**src/rtl/mem_arb_pkg.sv**
```systemverilog
// Shared types and constants for the simple_mem arbiter.
package mem_arb_pkg;

    localparam int DEF_ADDR_W = 7;
    localparam int DEF_DATA_W = 8;

    // Read-latency counter width; holds RD_LAT-1 for RD_LAT up to 4.
    localparam int LAT_CNT_W = 2;

    localparam logic PORT_I2C  = 1'b0;
    localparam logic PORT_HOST = 1'b1;

    typedef enum logic [1:0] {
        ARB_IDLE   = 2'd0,
        ARB_ACCESS = 2'd1,
        ARB_WAIT   = 2'd2
    } arb_state_e;

endpackage

```
**src/rtl/rr_arb2.sv**
```systemverilog
// Two-request picker. Round-robin against a last-winner pointer by default;
// with MEM_ARB_I2C_PRIO_EN defined, port 0 (I2C) wins every tie and the
// pointer input is ignored.
module rr_arb2
    import mem_arb_pkg::*;
(
    input  logic [1:0] req_i,
    input  logic       ptr_i,
    output logic       win_o,
    output logic       vld_o
);

    // Winner select: a lone requester always wins; ties resolved by mode.
    always_comb begin
        vld_o = |req_i;
`ifdef MEM_ARB_I2C_PRIO_EN
        win_o = req_i[PORT_I2C] ? PORT_I2C : PORT_HOST;
`else
        if (&req_i) begin
            win_o = ~ptr_i;
        end else begin
            win_o = req_i[PORT_HOST] ? PORT_HOST : PORT_I2C;
        end
`endif
    end

`ifdef MEM_ARB_I2C_PRIO_EN
    logic unused_ptr;
    assign unused_ptr = ptr_i;
`endif

endmodule

```
**src/rtl/i2c_mem_arbiter.sv**
```systemverilog
// Shares single-port simple_mem between the I2C slave (port 0) and a local
// host (port 1), one access at a time. All outputs are registered.
// Optional macro MEM_ARB_I2C_PRIO_EN: strict port-0 priority, no pointer.
//
// state      | meaning
// ARB_IDLE   | sample requests, latch winner and its access
// ARB_ACCESS | one cs cycle on the memory, winner's gnt pulses
// ARB_WAIT   | count out read latency, capture mem_rdata at zero
module i2c_mem_arbiter
    import mem_arb_pkg::*;
#(
    parameter int ADDR_W = DEF_ADDR_W,
    parameter int DATA_W = DEF_DATA_W,
    parameter int RD_LAT = 1
) (
    input  logic              clk,
    input  logic              rst_n,
    input  logic              r0_req,
    input  logic              r0_we,
    input  logic [ADDR_W-1:0] r0_addr,
    input  logic [DATA_W-1:0] r0_wdata,
    input  logic              r1_req,
    input  logic              r1_we,
    input  logic [ADDR_W-1:0] r1_addr,
    input  logic [DATA_W-1:0] r1_wdata,
    output logic              r0_gnt,
    output logic              r1_gnt,
    output logic              r0_rvalid,
    output logic              r1_rvalid,
    output logic [DATA_W-1:0] r0_rdata,
    output logic [DATA_W-1:0] r1_rdata,
    output logic              mem_cs,
    output logic              mem_we,
    output logic [ADDR_W-1:0] mem_addr,
    output logic [DATA_W-1:0] mem_wdata,
    input  logic [DATA_W-1:0] mem_rdata,
    output logic              arb_busy
);

    arb_state_e           state_q, state_d;
    logic                 win_q, win_d;
    logic [LAT_CNT_W-1:0] cnt_q, cnt_d;
    logic                 gnt0_q, gnt0_d, gnt1_q, gnt1_d;
    logic                 rvalid0_q, rvalid0_d, rvalid1_q, rvalid1_d;
    logic [DATA_W-1:0]    rdata0_q, rdata0_d, rdata1_q, rdata1_d;
    logic                 cs_q, cs_d, we_q, we_d;
    logic [ADDR_W-1:0]    addr_q, addr_d;
    logic [DATA_W-1:0]    wdata_q, wdata_d;

    logic                 rr_ptr;
    logic                 pick_win, pick_vld;

    rr_arb2 u_pick (
        .req_i ({r1_req, r0_req}),
        .ptr_i (rr_ptr),
        .win_o (pick_win),
        .vld_o (pick_vld)
    );

`ifdef MEM_ARB_I2C_PRIO_EN
    assign rr_ptr = PORT_HOST;
`else
    logic ptr_q, ptr_d;

    // Last-winner pointer advances whenever a request is accepted.
    always_comb begin
        ptr_d = ptr_q;
        if (state_q == ARB_IDLE && pick_vld) begin
            ptr_d = pick_win;
        end
    end

    // Pointer register; reset to port 1 so port 0 wins the first tie.
    always_ff @(posedge clk) begin
        if (!rst_n) begin
            ptr_q <= PORT_HOST;
        end else begin
            ptr_q <= ptr_d;
        end
    end

    assign rr_ptr = ptr_q;
`endif

    // Next-state and next-output logic; outputs are registered below.
    always_comb begin
        state_d   = state_q;
        win_d     = win_q;
        cnt_d     = cnt_q;
        gnt0_d    = 1'b0;
        gnt1_d    = 1'b0;
        rvalid0_d = 1'b0;
        rvalid1_d = 1'b0;
        rdata0_d  = rdata0_q;
        rdata1_d  = rdata1_q;
        cs_d      = 1'b0;
        we_d      = 1'b0;
        addr_d    = addr_q;
        wdata_d   = wdata_q;
        case (state_q)
            ARB_IDLE: begin
                if (pick_vld) begin
                    state_d = ARB_ACCESS;
                    win_d   = pick_win;
                    cs_d    = 1'b1;
                    gnt0_d  = (pick_win == PORT_I2C);
                    gnt1_d  = (pick_win == PORT_HOST);
                    if (pick_win == PORT_HOST) begin
                        we_d    = r1_we;
                        addr_d  = r1_addr;
                        wdata_d = r1_wdata;
                    end else begin
                        we_d    = r0_we;
                        addr_d  = r0_addr;
                        wdata_d = r0_wdata;
                    end
                end
            end
            ARB_ACCESS: begin
                // we_q still carries the latched direction during this cycle.
                if (we_q) begin
                    state_d = ARB_IDLE;
                end else begin
                    state_d = ARB_WAIT;
                    cnt_d   = LAT_CNT_W'(RD_LAT - 1);
                end
            end
            ARB_WAIT: begin
                if (cnt_q == '0) begin
                    state_d = ARB_IDLE;
                    if (win_q == PORT_HOST) begin
                        rvalid1_d = 1'b1;
                        rdata1_d  = mem_rdata;
                    end else begin
                        rvalid0_d = 1'b1;
                        rdata0_d  = mem_rdata;
                    end
                end else begin
                    cnt_d = cnt_q - LAT_CNT_W'(1);
                end
            end
            default: begin
                state_d = ARB_IDLE;
            end
        endcase
    end

    // State and output registers with synchronous active-low reset.
    always_ff @(posedge clk) begin
        if (!rst_n) begin
            state_q   <= ARB_IDLE;
            win_q     <= PORT_I2C;
            cnt_q     <= '0;
            gnt0_q    <= 1'b0;
            gnt1_q    <= 1'b0;
            rvalid0_q <= 1'b0;
            rvalid1_q <= 1'b0;
            rdata0_q  <= '0;
            rdata1_q  <= '0;
            cs_q      <= 1'b0;
            we_q      <= 1'b0;
            addr_q    <= '0;
            wdata_q   <= '0;
        end else begin
            state_q   <= state_d;
            win_q     <= win_d;
            cnt_q     <= cnt_d;
            gnt0_q    <= gnt0_d;
            gnt1_q    <= gnt1_d;
            rvalid0_q <= rvalid0_d;
            rvalid1_q <= rvalid1_d;
            rdata0_q  <= rdata0_d;
            rdata1_q  <= rdata1_d;
            cs_q      <= cs_d;
            we_q      <= we_d;
            addr_q    <= addr_d;
            wdata_q   <= wdata_d;
        end
    end

    assign r0_gnt    = gnt0_q;
    assign r1_gnt    = gnt1_q;
    assign r0_rvalid = rvalid0_q;
    assign r1_rvalid = rvalid1_q;
    assign r0_rdata  = rdata0_q;
    assign r1_rdata  = rdata1_q;
    assign mem_cs    = cs_q;
    assign mem_we    = we_q;
    assign mem_addr  = addr_q;
    assign mem_wdata = wdata_q;
    assign arb_busy  = (state_q != ARB_IDLE);

endmodule

```
**config.mk**
```make
export PLATFORM = sky130hd
export DESIGN_NAME = i2c_mem_arbiter
export DESIGN_NICKNAME = d
export VERILOG_FILES = /design/src/rtl/mem_arb_pkg.sv /design/src/rtl/rr_arb2.sv /design/src/rtl/i2c_mem_arbiter.sv
export SDC_FILE = /design/constraint.sdc
export NUM_CORES = 1
export LEC_CHECK = 0
export CAP_MARGIN = 5
export CORE_AREA = 2 2 81 67
export DETAILED_ROUTE_END_ITERATION = 6
export DIE_AREA = 0 0 83 69
export GPL_TIMING_DRIVEN = 0
export PLACE_DENSITY = 0.82
export SYNTH_ARGS = -nofsm -noshare
export SYNTH_HDL_FRONTEND = slang
export SYNTH_SLANG_ARGS = --single-unit
```
**constraint.sdc**
```tcl
create_clock -name clk -period 1.4 [get_ports clk]
set_input_delay 0.14 -clock clk [delete_from_list [all_inputs] [get_ports clk]]
set_output_delay 0.14 -clock clk [all_outputs]
set_load 0.01 [all_outputs]
```
### After elaboration in Yosys (flattened, before gate mapping)

Cells that the tools add are included.

* register bits: 43
* bits of input ports: 44
* logic and storage cells: 54

* add/sub/neg operators: 1
* equal/unequal tests: 6
* multiplexer cells: 15
* bitwise gates (word level): 3
* reduce and logical (&&, ||, !) cells: 15

Operator list (number)
* $reduce_and 3->1: 5
* $mux 2: 5
* $mux 8: 1
* $ne 2x2->1 const B: 4
* $reduce_and 2->1: 4
* $mux 7: 1
* $mux 1: 6
* $pmux 2 s3: 1
* $logic_not 2->1: 2
* $pmux 2 s2: 1
* $reduce_bool 2->1: 2
* $not 1->1: 3
* $eq 2x1->1 const B: 1
* $eq 2x2->1 const B: 1
* $reduce_or 2->1: 1
* $sub 2x1->2 const B: 1
* $logic_and 1x1->1: 1

### Depth between registers and ports, before layout

Gate-level depths: netlist (run 1).

* depth after elaboration: 3
* gate-level depth with buffers: 7
* depth with buffers taken out: 5

### Modules after synthesis

From an unflattened synthesis (run 1), not the netlist that was laid out.

* cell total of the unflattened synthesis: 176
* area, all modules: 1739.2 um^2

Modules (own cells, without submodules)
* i2c_mem_arbiter: instances 1, cells each 174, area an instance 1725.4 um^2, seq. area each 860.8 um^2
* rr_arb2: instances 1, cells each 2, area an instance 13.8 um^2, seq. area each 0.0 um^2

### Worst setup path after synthesis (run 1)

Ideal clock, no wire load.

* path kind: reg-to-reg
* start point: reg cnt_q[0]
* end point: reg rdata0_q[0] (netlist: r0_rdata[0])
* library setup time: 0.129 ns
* arrival time: 1.253 ns
* slack: 0.018 ns
* stages on the path, launching flop included: 7
* clock period less this slack: 1.382 ns
* path through: dfxtp_1 inv_1 ha_1 nand4bb_1 clkbuf_1 clkbuf_1 o21ai_0

* word-level cells in the longest chain between the ends: 2

Ends and longest elaborated chain
* start, declared: RTL line i2c_mem_arbiter.sv:42 `logic [LAT_CNT_W-1:0] cnt_q, cnt_d;`
* start signal, assigned: RTL line i2c_mem_arbiter.sv:167 `cnt_q <= cnt_d;`
* $logic_not 2->1: RTL line i2c_mem_arbiter.sv:129 `if (cnt_q == '0) begin`
* $reduce_and 3->1 (no source line)
* end signal, assigned: RTL line i2c_mem_arbiter.sv:172 `rdata0_q <= rdata0_d;`
* end, declared: RTL line i2c_mem_arbiter.sv:45 `logic [DATA_W-1:0] rdata0_q, rdata0_d, rdata1_q, rdata1_d;`

Every way passes these cells.
A chain may end at the register's enable or synchronous reset.

### Worst setup path in the final report (run 1)

* start point: reg addr_q[6] (netlist: mem_addr[6])
* end point: out mem_addr[6]

RTL lines
* start, declared: RTL line i2c_mem_arbiter.sv:47 `logic [ADDR_W-1:0] addr_q, addr_d;`
* start signal, assigned: RTL line i2c_mem_arbiter.sv:176 `addr_q <= addr_d;`
* end, declared: RTL line i2c_mem_arbiter.sv:34 `output logic [ADDR_W-1:0] mem_addr,`

No word-level cell between the ends.

==> flow_summary_export.csv, run 1 <==
group,metric,value,unit
setup_path,r2r.worst_path.cells,6,
detailed_routing,avgViaCountPerCell,4.93,
placed_design,dp_hpwl,3.46,mm
layout,num-fill-cells,454,
logic_synthesis,ys_ff_latch,43,
sta,hold_viol_final,0,
detailed_routing,antenna_left,0,
clocking,clock_sinks,43,
floorplan,row_count,23,
sta,max_freq,754,MHz
min_path,hold_start,"r1_req",
detailed_routing,vias,1725,
clocking,htree_num_levels,2,
logic_synthesis,synth-edff-count,0,
grt,grt_max_degree,18,
logic_synthesis,ys_async_sr_fraction,0,%
floorplan,design.core.area,0.00492,mm2
grt,grt_pass1_wl,7.47,mm
floorplan,io_pins,82,
setup_path,critPathKind,"reg -> out",
logic_synthesis,syn-num-nets,243,
power,powerDensity,1060,mW/mm2
grt,grtUsageMet2,27.6,%
layout,nets,332,
logic_synthesis,synth.distinct_cells,28,
sta,setup_viol,0,
setup_path,start_kind,"register",
floorplan,fp.dieH,69,um
power,vdd_drop_max,0.520,mV
sta,fin_tns_setup,0,ns
clocking,clk_latency,0.29,ns
logic_synthesis,synth_top_flop_cell,"dfxtp_1",
flow_run,drv_cap,0,
min_path,hold_path.class,"in -> reg",
sta,worst_pin_slew,0.525,ns
min_path,hold_path_depth,3,
grt,grt.total_usage,15.9,%
sta,fin_skew,0.00389,ns
logic_synthesis,avgSynthCellArea,8.96,um2
detailed_routing,dr.pass1.iters,4,
power,p_leak,1.05,nW
sta,min_period_over_period,94.7,%
logic_synthesis,yosysSeqAreaShare,48.5,%
detailed_routing,dr.first_iter.drc_count,95,
layout,n_antenna_cell,0,
clocking,cts_tree,"done",
grt,busiest_layer,"met2",
clocking,ctsRootBufferMaster,"clkbuf_8",
sta,relSlewSlack,65.0,%
setup_path,cp_data_required_time,1.26,ns
sta,final_max_slew_viol_count,0,
layout,syn_to_final_growth,61.1,%
clocking,clk_path_buf_depth,2,
detailed_routing,post_drt_wl_per_cell,13.4,um
run_status,outcome,"completed",
setup_path,cp.arrival,1.19,ns
setup_path,crit_family,"buffers and inverters",
setup_path,crit_buf_inv,1,
setup_path,end_kind,"output pin",
layout,layout_common_cells,"clkdlybuf4s50_1 (78), dfxtp_1 (41), nand2_1 (40)",
setup_path,max_stage_delay,0.55,ns
detailed_routing,route.detailed.drc,0,
floorplan,die_x,83,um
layout,final_util,58.1,%
layout,layout_commonest_cell,"clkdlybuf4s50_1",
min_path,hold_end,"ptr_q",
setup_path,rr_startpoint,"cnt_q[0]",
clocking,clk_pin_slew,0.08,ns
floorplan,dieArea,0.00573,mm2
placed_design,io_buffer_count,81,
setup_path,crit_fanout,2,
logic_synthesis,ys_warn_count,0,
sta,fin_crit,1.33,ns
setup_path,cp_slowest_cell,"clkdlybuf4s50_1",
clocking,numCtsBuffers,5,
grt,met3_usage,5.15,%
setup_path,reg2reg_to,"r0_rdata[7]",
floorplan,start_util,36.1,%
detailed_routing,routed_wl,4.70,mm
logic_synthesis,postSynthCellCount,198,
setup_path,path_cells,"clkdlybuf4s50_1",
grt,antenna_found_initial,0,
setup_path,reg2reg_slack,0.08,ns
grt,grt_use_met1,18.6,%
logic_synthesis,synth_area,0.00177,mm2
layout,drive_above_1_share,14.6,%
grt,grt_overflow_total,0,
placed_design,gp_congestion,0.768,
grt,first_global_vias,1639,
==> cells by family (layout without fill, tap and decap cells) <==
family | Yosys count | after routing | synth area share [%]
AOI/OAI and AO/OA | 60 | 60 | 25.8
adders and majority gates | 1 | 1 | 0.705
buffers and inverters | 20 | 110 | 6.21
DFF | 43 | 43 | 48.5
and+or+nand+nor | 74 | 74 | 18.8
==> worst register-to-register path, stage by stage (launching register included) <==
cell and delay (ns):
dfxtp_1 0.34, inv_1 0.07, ha_2 0.22, nand4bb_4 0.18
clkbuf_4 0.23, nand3_1 0.09, o21ai_0 0.08
==> layer usage <==
layer	share of wire (%)	vias up
li1	-	883
met1	44	795
met2	49	42
met3	6.2	5
met4	1.1	0
met5	0	-
==> how the worst max path moves through the flow <==
stage / endpoint / slack, ns / cells past startpoint / start
2_1_floorplan: r0_rdata[0] / 0.02 / 6 / cnt_q[0]
5_1_grt: r1_rdata[7] / -0.003 / 6 / cnt_q[0]
4_1_cts: r0_rdata[4] / 0.003 / 5 / cnt_q[0]
3_5_place_dp: mem_wdata[7] / -0.54 / 6 / r0_req
6_report: mem_addr[6] / 0.07 / 1 / mem_addr[6]
3_3_place_gp: mem_addr[0] / -0.47 / 6 / r0_req
==> per-stage QoR <==
| stage | cells | hold WS, ns | cell area, um2 | power (mW) | setup slack (ns) |
|---|---|---|---|---|---|
| 6_report | 350 | 0.379 | 2860 | 3.02 | 0.0742 |
| 2_1_floorplan | 198 | 0.277 | 1770 | 1.69 | 0.0178 |
| 3_3_place_gp | 341 | 0.454 | 2660 | 2.02 | -0.466 |
| 3_5_place_dp | 341 | 0.461 | 2660 | 2.03 | -0.541 |
| 4_1_cts | 349 | 0.362 | 2830 | 3.04 | 0.00311 |
| 5_1_grt | 350 | 0.402 | 2860 | 3.15 | -0.00290 |
==> registers in the layout, indices dropped and copies added, names as in the netlist <==
signal and flops:
mem_wdata 8, r0_rdata 8, r1_rdata 8, mem_addr 7, cnt_q 2, state_q 2, mem_cs 1, mem_we 1
ptr_q 1, r0_gnt 1, r0_rvalid 1, r1_gnt 1, r1_rvalid 1, win_q 1
==> cell usage after synthesis, types with 2 or more instances <==
cell type  count  area share [%]
nand2b_1       2            0.71
inv_1          3            0.63
a311oi_1       5             2.5
dfxtp_1       43              49
a21bo_2        2             1.1
nand2_1       40             8.5
and3_1         3             1.1
nand3_1       16             4.5
a211oi_1       2            0.85
and2_1         3             1.1
o21ai_0       19             5.4
clkbuf_1       9             1.9
a311oi_2       9             7.6
buf_2          3            0.85
buf_6          2             1.3
nor2_1         7             1.5
a21oi_1       19             5.4
==> power breakdown <==
part,switching [mW],total (mW),internal [mW],leakage (nW)
clock,0.411,0.988,0.577,0.0612
sequential,0.0496,1.35,1.30,0.353
combinational,0.290,0.675,0.385,0.640
==> final cells by class <==
cell class / count / area, um2 / area share (%)
flip-flops and latches: 43 / 868 / 30.4
clock buffers: 6 / 82.6 / 2.89
inverters: 4 / 18.8 / 0.657
repair buffers: 84 / 826 / 28.9
well taps: 62 / 77.6 / 2.71
clock inverters: 2 / 35.0 / 1.23
plain buffers: 14 / 113 / 3.94
multi-input cells: 135 / 837 / 29.3
==> repair_timing <==
item / in CTS / in global routing
resized for setup: 20 / 9
hold buffers: 0 / 0
buffers inserted: 2 / 1
endpoints found under the hold margin: 0 / 0
pin swaps: 2 / 1
endpoints found under the setup margin: 31 / 25
No activity file was read; power rests on OpenSTA's default activity.
==> run 2: changes to the inputs <==
==> constraint.sdc (replaced) <==
create_clock -name clk -period 1.4 [get_ports clk]
set_input_delay 0.21 -clock clk [delete_from_list [all_inputs] [get_ports clk]]
set_output_delay 0.21 -clock clk [all_outputs]
set_load 0.005 [all_outputs]
==> run 2 against run 1 <==
Clock skew grew 0.0016 ns; sequential power is essentially flat; register-to-register slack is essentially flat; critical path depth is the same; largest cell class unchanged; sequential cell count is the same; final cell count grew 0.86%; die area is the same; highest routed layer unchanged; worst hold slack gained 0.065 ns; via count grew 1.3%; global-route usage grew 0.18 points; critical endpoint is now r0_rdata[0]; clock power is essentially flat; power shrank 0.63%.
==> flow_summary_export.csv, run 2 (synthesis results as in run 1) <==
group,metric,value,unit
detailed_routing,dr.first_iter.drc_count,65,
setup_path,start_kind,"register",
sta,hold_ws,0.444,ns
power,totalPowerFinal,3.00,mW
grt,first_global_vias,1656,
setup_path,crit_buf_inv,1,
floorplan,row_count,23,
clocking,ctsRootBufferMaster,"clkbuf_8",
grt,grt_use_met1,18.7,%
grt,antenna_found_initial,0,
layout,n_antenna_cell,0,
floorplan,io_pins,82,
detailed_routing,avgViaCountPerCell,4.95,
detailed_routing,routed_wl,4.76,mm
setup_path,path_cells,"clkdlybuf4s50_1",
detailed_routing,dr.pass1.iters,4,
setup_path,startpoint,"r0_rdata[0]",
power,powerDensity,1040,mW/mm2
floorplan,start_util,36.1,%
grt,met3_usage,5.15,%
clocking,clk_path_buf_depth,2,
placed_design,dp_hpwl,3.46,mm
layout,layout_commonest_cell,"clkdlybuf4s50_1",
placed_design,gp_congestion,0.768,
clocking,clk_latency,0.29,ns
setup_path,crit_fanout,2,
setup_path,rr_startpoint,"cnt_q[0]",
grt,grt_pass1_wl,7.54,mm
sta,setup_viol,0,
grt,grt_max_degree,18,
sta,worst_pin_slew,0.497,ns
detailed_routing,antenna_left,0,
grt,busiest_layer,"met2",
sta,max_freq,738,MHz
setup_path,max_stage_delay,0.51,ns
layout,layout_common_cells,"clkdlybuf4s50_1 (74), nand2_1 (40), dfxtp_1 (39)",
sta,final_max_slew_viol_count,0,
setup_path,cp.arrival,1.14,ns
setup_path,crit_family,"buffers and inverters",
grt,grt.total_usage,16.1,%
clocking,htree_num_levels,2,
grt,grtUsageMet2,28.0,%
power,p_leak,1.14,nW
floorplan,fp.dieH,69,um
detailed_routing,vias,1747,
setup_path,reg2reg_slack,0.09,ns
clocking,clock_sinks,43,
floorplan,design.core.area,0.00492,mm2
setup_path,end_kind,"output pin",
layout,final_util,58.8,%
setup_path,cp_data_required_time,1.19,ns
layout,drive_above_1_share,16.2,%
sta,hold_viol_final,0,
layout,num-fill-cells,454,
detailed_routing,post_drt_wl_per_cell,13.5,um
setup_path,cp_slowest_cell,"clkdlybuf4s50_1",
grt,grt_overflow_total,0,
layout,syn_to_final_growth,63.1,%
sta,relSlewSlack,66.8,%
sta,min_period_over_period,96.8,%
layout,nets,335,
min_path,hold_path.class,"in -> reg",
floorplan,die_x,83,um
flow_run,drv_cap,0,
power,vdd_drop_max,0.519,mV
sta,fin_crit,1.35,ns
setup_path,critPathKind,"reg -> out",
run_status,outcome,"completed",
min_path,hold_start,"r1_req",
clocking,cts_tree,"done",
detailed_routing,route.detailed.drc,0,
clocking,numCtsBuffers,5,
placed_design,io_buffer_count,81,
floorplan,dieArea,0.00573,mm2
sta,fin_skew,0.00551,ns
clocking,clk_pin_slew,0.08,ns
-- run 2: cell types whose count changed in the layout (fill, tap and decap cells not counted), sizes merged --
cell           delta
buf               +4
clkbuf            -2
clkdlybuf4s15     +1
clkdlybuf4s50     -4
clkinv            +1
clkinvlp          -1
dlymetal6s2s      +4
-- run 2: worst paths after layout --
kind	to	cells past startpoint
setup / recovery	r0_rdata[0]	1
hold / removal	ptr_q	3
setup reg to reg	r0_rdata[7]	6
hold reg to reg	r1_rdata[6]	2
-- run 2: power by group --
group,switching (mW),internal (mW)
Sequential,0.0441,1.30
Combinational,0.270,0.390
Clock,0.411,0.577
-- run 2: timing repair --
| action | CTS | global route |
|---|---|---|
| gates resized for setup | 22 | 13 |
| setup endpoints to repair | 34 | 29 |
| setup buffers | 5 | 1 |
| pin swaps | 2 | 1 |
| hold buffers | 0 | 0 |
-- run 2: layer usage --
metal	part of all wire, %	routed length, um
met1	44	2080
met2	49	2340
met3	6.0	284
met4	1.1	52
met5	0	0
-- run 2: cell type report --
type | count | area [um2] | share of cell area (%)
Tap cell | 62 | 77.6 | 2.68
Timing Repair Buffer | 87 | 863 | 29.8
Sequential cell | 43 | 871 | 30.1
Clock inverter | 2 | 35.0 | 1.21
Buffer | 14 | 111 | 3.85
Multi-Input combinational cell | 135 | 837 | 28.9
Inverter | 4 | 16.3 | 0.562
Clock buffer | 6 | 82.6 | 2.85
-- run 2: worst register-to-register path: cells and delay by family, from the launching register on --
family	cells	cell delay [ns]
and+or+nand+nor	2	0.27
buffers and inverters	2	0.30
adders and majority gates	1	0.22
DFF	1	0.34
AOI/OAI and AO/OA	1	0.08
-- run 2: stage by stage --
| step | cell area (um2) | worst slack [ns] | cells | TNS [ns] |
|---|---|---|---|---|
| 3_3_place_gp | 2660 | -0.536 | 341 | -12.97 |
| 5_1_grt | 2890 | -0.00846 | 353 | -0.00955 |
| 4_1_cts | 2870 | 0.0158 | 352 | 0 |
| 2_1_floorplan | 1770 | 0.0178 | 198 | 0 |
| 6_report | 2890 | 0.0450 | 353 | 0 |
| 3_5_place_dp | 2660 | -0.611 | 341 | -13.83 |
==> run 3: changes to the inputs <==
- CTS_CLUSTER_SIZE: unset -> 12
==> results of run 3 <==
The final DEF is identical to that of run 2; final timing and power are the same.
